### src/rtl/pipeline_flow_control.sv
// Branch/jump flow control: stall gating, resolve-delay tracking,
// next-PC select, pipeline flush and a saturating stall-cycle counter.
module pipeline_flow_control #(
   parameter int BRANCH_DELAY      = 2,
   parameter int NUM_STALL         = 2,
   parameter int PREDICT_NOT_TAKEN = 0
) (
   input  logic                 clock,
   input  logic                 reset,
   input  logic [6:0]           inst_opcode,
   input  logic                 take_branch,
   input  logic [NUM_STALL-1:0] want_stall,
   output logic                 pc_write_enable,
   output logic                 no_stall,
   output logic                 inject_bubble,
   output logic                 flush,
   output logic                 jump_start,
   output logic                 link_write_enable,
   output logic                 branch_busy,
   output logic [1:0]           next_pc_select,
   output logic [31:0]          stall_cycles
);

   localparam logic [6:0] OP_BRANCH = 7'b1100011;
   localparam logic [6:0] OP_JALR   = 7'b1100111;
   localparam logic [6:0] OP_JAL    = 7'b1101111;

   localparam logic [1:0] CTL_PC_PC4     = 2'd0;
   localparam logic [1:0] CTL_PC_PC_IMM  = 2'd1;
   localparam logic [1:0] CTL_PC_RS1_IMM = 2'd2;
   localparam logic [1:0] CTL_PC_PC4_BR  = 2'd3;

   localparam logic [2:0] LP_CNT_INIT =
      3'(BRANCH_DELAY >= 2 ? BRANCH_DELAY - 2 : 0);
   localparam logic LP_PREDICT = (PREDICT_NOT_TAKEN != 0);

   typedef enum logic [1:0] {
      S_IDLE    = 2'd0,
      S_WAIT    = 2'd1,
      S_RESOLVE = 2'd2
   } state_t;

   state_t      r_state;
   logic [2:0]  r_cnt;
   logic [6:0]  r_held_opcode;
   logic [31:0] r_stall_cycles;

   logic w_any_stall;
   logic w_is_link;
   logic w_is_jump;
   logic w_redirect;

   assign w_any_stall = |want_stall;
   assign w_is_link   = (inst_opcode == OP_JAL) || (inst_opcode == OP_JALR);
   assign w_is_jump   = w_is_link || (inst_opcode == OP_BRANCH);
   assign w_redirect  = (r_held_opcode != OP_BRANCH) || take_branch;

   assign branch_busy  = (r_state != S_IDLE);
   assign stall_cycles = r_stall_cycles;

   always_comb begin
      pc_write_enable   = 1'b0;
      no_stall          = 1'b0;
      inject_bubble     = 1'b0;
      flush             = 1'b0;
      jump_start        = 1'b0;
      link_write_enable = 1'b0;
      next_pc_select    = CTL_PC_PC4;
      if (reset) begin
         inject_bubble = 1'b1;
         flush         = 1'b1;
      end else if (w_any_stall) begin
         inject_bubble = 1'b1;
      end else begin
         unique case (r_state)
            S_IDLE: begin
               if (w_is_jump) begin
                  jump_start        = 1'b1;
                  link_write_enable = w_is_link;
                  pc_write_enable   = LP_PREDICT;
                  no_stall          = LP_PREDICT;
               end else begin
                  pc_write_enable = 1'b1;
                  no_stall        = 1'b1;
               end
            end
            S_WAIT: begin
               pc_write_enable = LP_PREDICT;
               no_stall        = LP_PREDICT;
            end
            S_RESOLVE: begin
               pc_write_enable = 1'b1;
               no_stall        = 1'b1;
               flush           = LP_PREDICT && w_redirect;
               if (r_held_opcode == OP_JALR)
                  next_pc_select = CTL_PC_RS1_IMM;
               else if (w_redirect)
                  next_pc_select = CTL_PC_PC_IMM;
               else if (!LP_PREDICT)
                  next_pc_select = CTL_PC_PC4_BR;
            end
            default: begin
               pc_write_enable = 1'b0;
            end
         endcase
      end
   end

   always_ff @(posedge clock) begin
      if (reset) begin
         r_state        <= S_IDLE;
         r_cnt          <= 3'd0;
         r_held_opcode  <= 7'd0;
         r_stall_cycles <= 32'd0;
      end else begin
         if (!pc_write_enable && (r_stall_cycles != 32'hFFFF_FFFF))
            r_stall_cycles <= r_stall_cycles + 32'd1;
         // A stall freezes the whole control state, including a pending resolve
         if (!w_any_stall) begin
            unique case (r_state)
               S_IDLE: begin
                  if (w_is_jump) begin
                     r_held_opcode <= inst_opcode;
                     r_cnt         <= LP_CNT_INIT;
                     r_state       <= (BRANCH_DELAY == 1) ? S_RESOLVE : S_WAIT;
                  end
               end
               S_WAIT: begin
                  if (r_cnt == 3'd0)
                     r_state <= S_RESOLVE;
                  else
                     r_cnt <= r_cnt - 3'd1;
               end
               S_RESOLVE: begin
                  r_state <= S_IDLE;
               end
               default: begin
                  r_state <= S_IDLE;
               end
            endcase
         end
      end
   end

endmodule
### config.mk
export PLATFORM = sky130hd
export DESIGN_NAME = pipeline_flow_control
export DESIGN_NICKNAME = d
export VERILOG_FILES = /design/src/rtl/pipeline_flow_control.sv
export SDC_FILE = /design/constraint.sdc
export NUM_CORES = 1
export LEC_CHECK = 0
export CORE_MARGIN = 1
export CORE_UTILIZATION = 34
export CTS_CLUSTER_SIZE = 12
export DETAILED_ROUTE_END_ITERATION = 16
export SYNTH_ARGS = -nofsm -noshare
export SYNTH_HDL_FRONTEND = slang
export SYNTH_SLANG_ARGS = --single-unit
### constraint.sdc
create_clock -name clock -period 3.1 [get_ports clock]
set_clock_uncertainty 0.2 [all_clocks]
set_input_delay 0.62 -clock clock [delete_from_list [all_inputs] [get_ports clock]]
set_output_delay 0.62 -clock clock [all_outputs]
set_load 0.01 [all_outputs]
==> summary.txt <==
Floorplan
  – Standard cell core area: 0.006422 mm2
  – Initial Util: 0.3579
  – Die height: 84.22 um
  – Die X-Extent: 84.22 um
  – Num rows: 29
  – # IOs: 53
  – Die area: 0.007093 mm2

STA
  – RSZ-0062 raised after global routing: no
  – Slew @ Worst Pin: 0.4573 ns
  – Final period util: 0.9567
  – Finish-stage setup viols: 0
  – Maximum clock frequency: 0.3372 GHz
  – Slew HR: 0.6931
  – Final min period: 2.966 ns
  – Fin. Hold Viols: 0
  – Hold WS: 0.2473 ns
  – Final WS setup: 0.1343 ns
  – Slew Limit Fails: 0

Global routing
  – Initial antenna violation count: 0
  – Met1 GRT Util: 0.2310
  – Met3 Use GR: 0.03736
  – First-pass GRT wire length: 9.487 mm
  – Vias in the first global route: 1928
  – GR peak layer: met2
  – Pin count of the biggest net entering global routing: 36
  – Met2 GRT Util: 0.2504
  – GRT Overall Usage: 0.1657
  – Grt total ovfl: 0

Power and ir drop
  – Pwr Density: 360.4 mW/mm2
  – Total power: 1096 uW
  – Lkg Pwr: 0.001029 uW
  – VDD IR max: 0.2173 mV

Placed design
  – Worst slack at placement: -0.1581 ns
  – PortBufs: 52
  – Dpl hpwl: 4.156 mm
  – Cells after DPL: 408
  – Placer congestion estimate: 0.8096

CTS
  – Clk slew on worst S/H paths: 0.08 ns
  – CTS root buffer: clkbuf_8
  – # hold bufs at CTS: 0
  – Post-CTS Setup Inserts: 0
  – CTS Buf Count: 5
  – Htree depth: 2
  – Worst-Skew Late Latency: 0.30 ns
  – CTS tree: built
  – Post-CTS Resized: 6
  – Longest Clk Path Bufs: 2
  – CTS sink cnt: 44

Logic synthesis
  – Distinct cells, synth: 42
  – Register bit total from synthesis: 44
  – Syn Std Cell Area: 0.002298 mm2
  – Post-synthesis sequential area ratio: 0.3832
  – Prevailing post-synth register cell: dfxtp_1
  – Post-synth ARST share: 0
  – Avg Inst Size Synth: 8.268 um2
  – YS warnings: 0
  – Post-synth net total: 293
  – Number of synthesized flops with an enable pin: 0
  – Post-synthesis cell count: 278

Detailed routing
  – DR WL/cell: 13.54 um
  – Routed Wire Length: 5.631 mm
  – Vias per cell: 5.433
  – Routed vias: 2260
  – DRC viols: 2
  – Antenna Nets Post-Route: 0
  – Initial drt markers: 137
  – Drt first pass iters: 13

Final layout
  – Most frequent cells in the layout: 45 x clkdlybuf4s50_1, 44 x dfxtp_1, 29 x a21oi_1
  – Layout cells sized above 1: 0.09145
  – Commonest non-fill, non-tap cell in the layout: clkdlybuf4s50_1
  – Area growth syn-to-layout: 32.34%
  – Finished Layout Cells: 416
  – # diodes: 0
  – Final net count: 353

Setup path
  – CP required: 2.28 ns
  – Worst Path Arrival: 2.15 ns
  – Worst R2R Start: stall_cycles[1]
  – R2r endpoint: stall_cycles[28]
  – Crit path max fanout: 4
  – CP startpoint: want_stall[1]
  – R2R Setup Slk: 0.55 ns
  – Crit Path Category: input pin to output port
  – R2R cell count: 6
  – CP Capture Type: output port
  – Worst setup path end: pc_write_enable
  – Setup crit start kind: input pin

Run status
  – Outcome: finished, violations left
  – Failing checks: DRC

Flow run
  – MaxCap Viol Count: 0

Worst hold path
  – Worst hold path type: flop to flop
==> cell type report <==
type                            instances  area [um2]
Multi-Input combinational cell        208        1295
Timing Repair Buffer                   65       605.6
Clock buffer                            5       68.82
Sequential cell                        44       880.8
Fill cell                             635        3381
Tap cell                               77       96.34
Inverter                               14       52.55
Clock inverter                          3       42.54
==> sequential cells by signal (all words and copies together), names as in the netlist <==
name	count
r_cnt	3
r_held_opcode	7
r_state	2
stall_cycles	32
==> report_power, final <==
| part | internal [uW] | total (uW) | switching, uW |
|---|---|---|---|
| clock | 239 | 440 | 202 |
| sequential | 569 | 576 | 6.34 |
| combinational | 40.0 | 80.3 | 40.3 |
==> logic make-up after synthesis <==
kind of cell | Yosys count | share of synthesized area
adder cells (fa/ha/maj) | 3 | 0.01633
AO/OA/AOI/OAI | 65 | 0.1704
AND/OR/NAND/NOR | 128 | 0.3228
XOR/XNOR | 3 | 0.01143
flip-flops | 44 | 0.3832
buffers and inverters | 26 | 0.05334
multiplexers | 9 | 0.04246
==> cell usage after synthesis, types with 2 or more instances <==
| library cell | number | area share |
|---|---|---|
| dfxtp_1 | 44 | 0.38 |
| a21oi_1 | 29 | 0.063 |
| nor2_1 | 20 | 0.033 |
| nand2_1 | 18 | 0.029 |
| o21ai_0 | 16 | 0.035 |
| inv_1 | 14 | 0.023 |
| or3_1 | 14 | 0.038 |
| or4_1 | 13 | 0.042 |
| nand3_1 | 12 | 0.026 |
| o31ai_1 | 11 | 0.036 |
| and4_1 | 9 | 0.034 |
| nand4_1 | 8 | 0.022 |
| nor4_1 | 8 | 0.022 |
| nor2b_1 | 7 | 0.019 |
| mux2_2 | 5 | 0.024 |
| clkbuf_1 | 4 | 0.0065 |
| a22oi_1 | 3 | 0.0098 |
| and2_1 | 3 | 0.0082 |
| ha_1 | 3 | 0.016 |
| mux2i_1 | 3 | 0.013 |
| nand2b_1 | 3 | 0.0082 |
| nor3_1 | 3 | 0.0065 |
| a21o_1 | 2 | 0.0065 |
| and3_1 | 2 | 0.0054 |
| buf_1 | 2 | 0.0033 |
| buf_2 | 2 | 0.0044 |
| buf_4 | 2 | 0.0065 |
| buf_6 | 2 | 0.0098 |
| or2_2 | 2 | 0.0054 |
| xnor2_1 | 2 | 0.0076 |
==> stage by stage <==
step	area, um2	TNS [ns]	utilization
final	3042	0	0.4736
after global routing	3042	0	0.4736
after CTS	3042	0	0.4736
after detailed placement	2938	-0.6866	0.4574
after global placement	2938	-0.3881	0.4574
after floorplan	2298	0	-
==> critical path, cell delays in order <==
cell and delay (ns):
clkdlybuf4s50_1 0.45, or4_1 0.56, a31oi_4 0.22, dlygate4sd2_1 0.30
==> layer usage <==
layer | vias to the layer above | routed length [um] | part of all wire
li1 | 1152 | - | -
met1 | 1063 | 2726 | 0.48
met2 | 37 | 2611 | 0.46
met3 | 8 | 202 | 0.036
met4 | 0 | 91 | 0.016
met5 | - | 0 | 0
==> worst min-delay path by stage <==
stage / to / depth (start not counted) / slack [ns] / startpoint
3_5_place_dp: r_held_opcode[6] / 2 / 0.24 / r_held_opcode[6]
6_report: r_held_opcode[6] / 2 / 0.25 / r_held_opcode[6]
5_1_grt: r_held_opcode[6] / 2 / 0.27 / r_held_opcode[6]
2_1_floorplan: r_held_opcode[1] / 2 / 0.23 / r_held_opcode[1]
3_3_place_gp: r_held_opcode[5] / 2 / 0.23 / r_held_opcode[5]
4_1_cts: r_held_opcode[6] / 2 / 0.25 / r_held_opcode[6]
No activity file was read; power rests on OpenSTA's default activity.
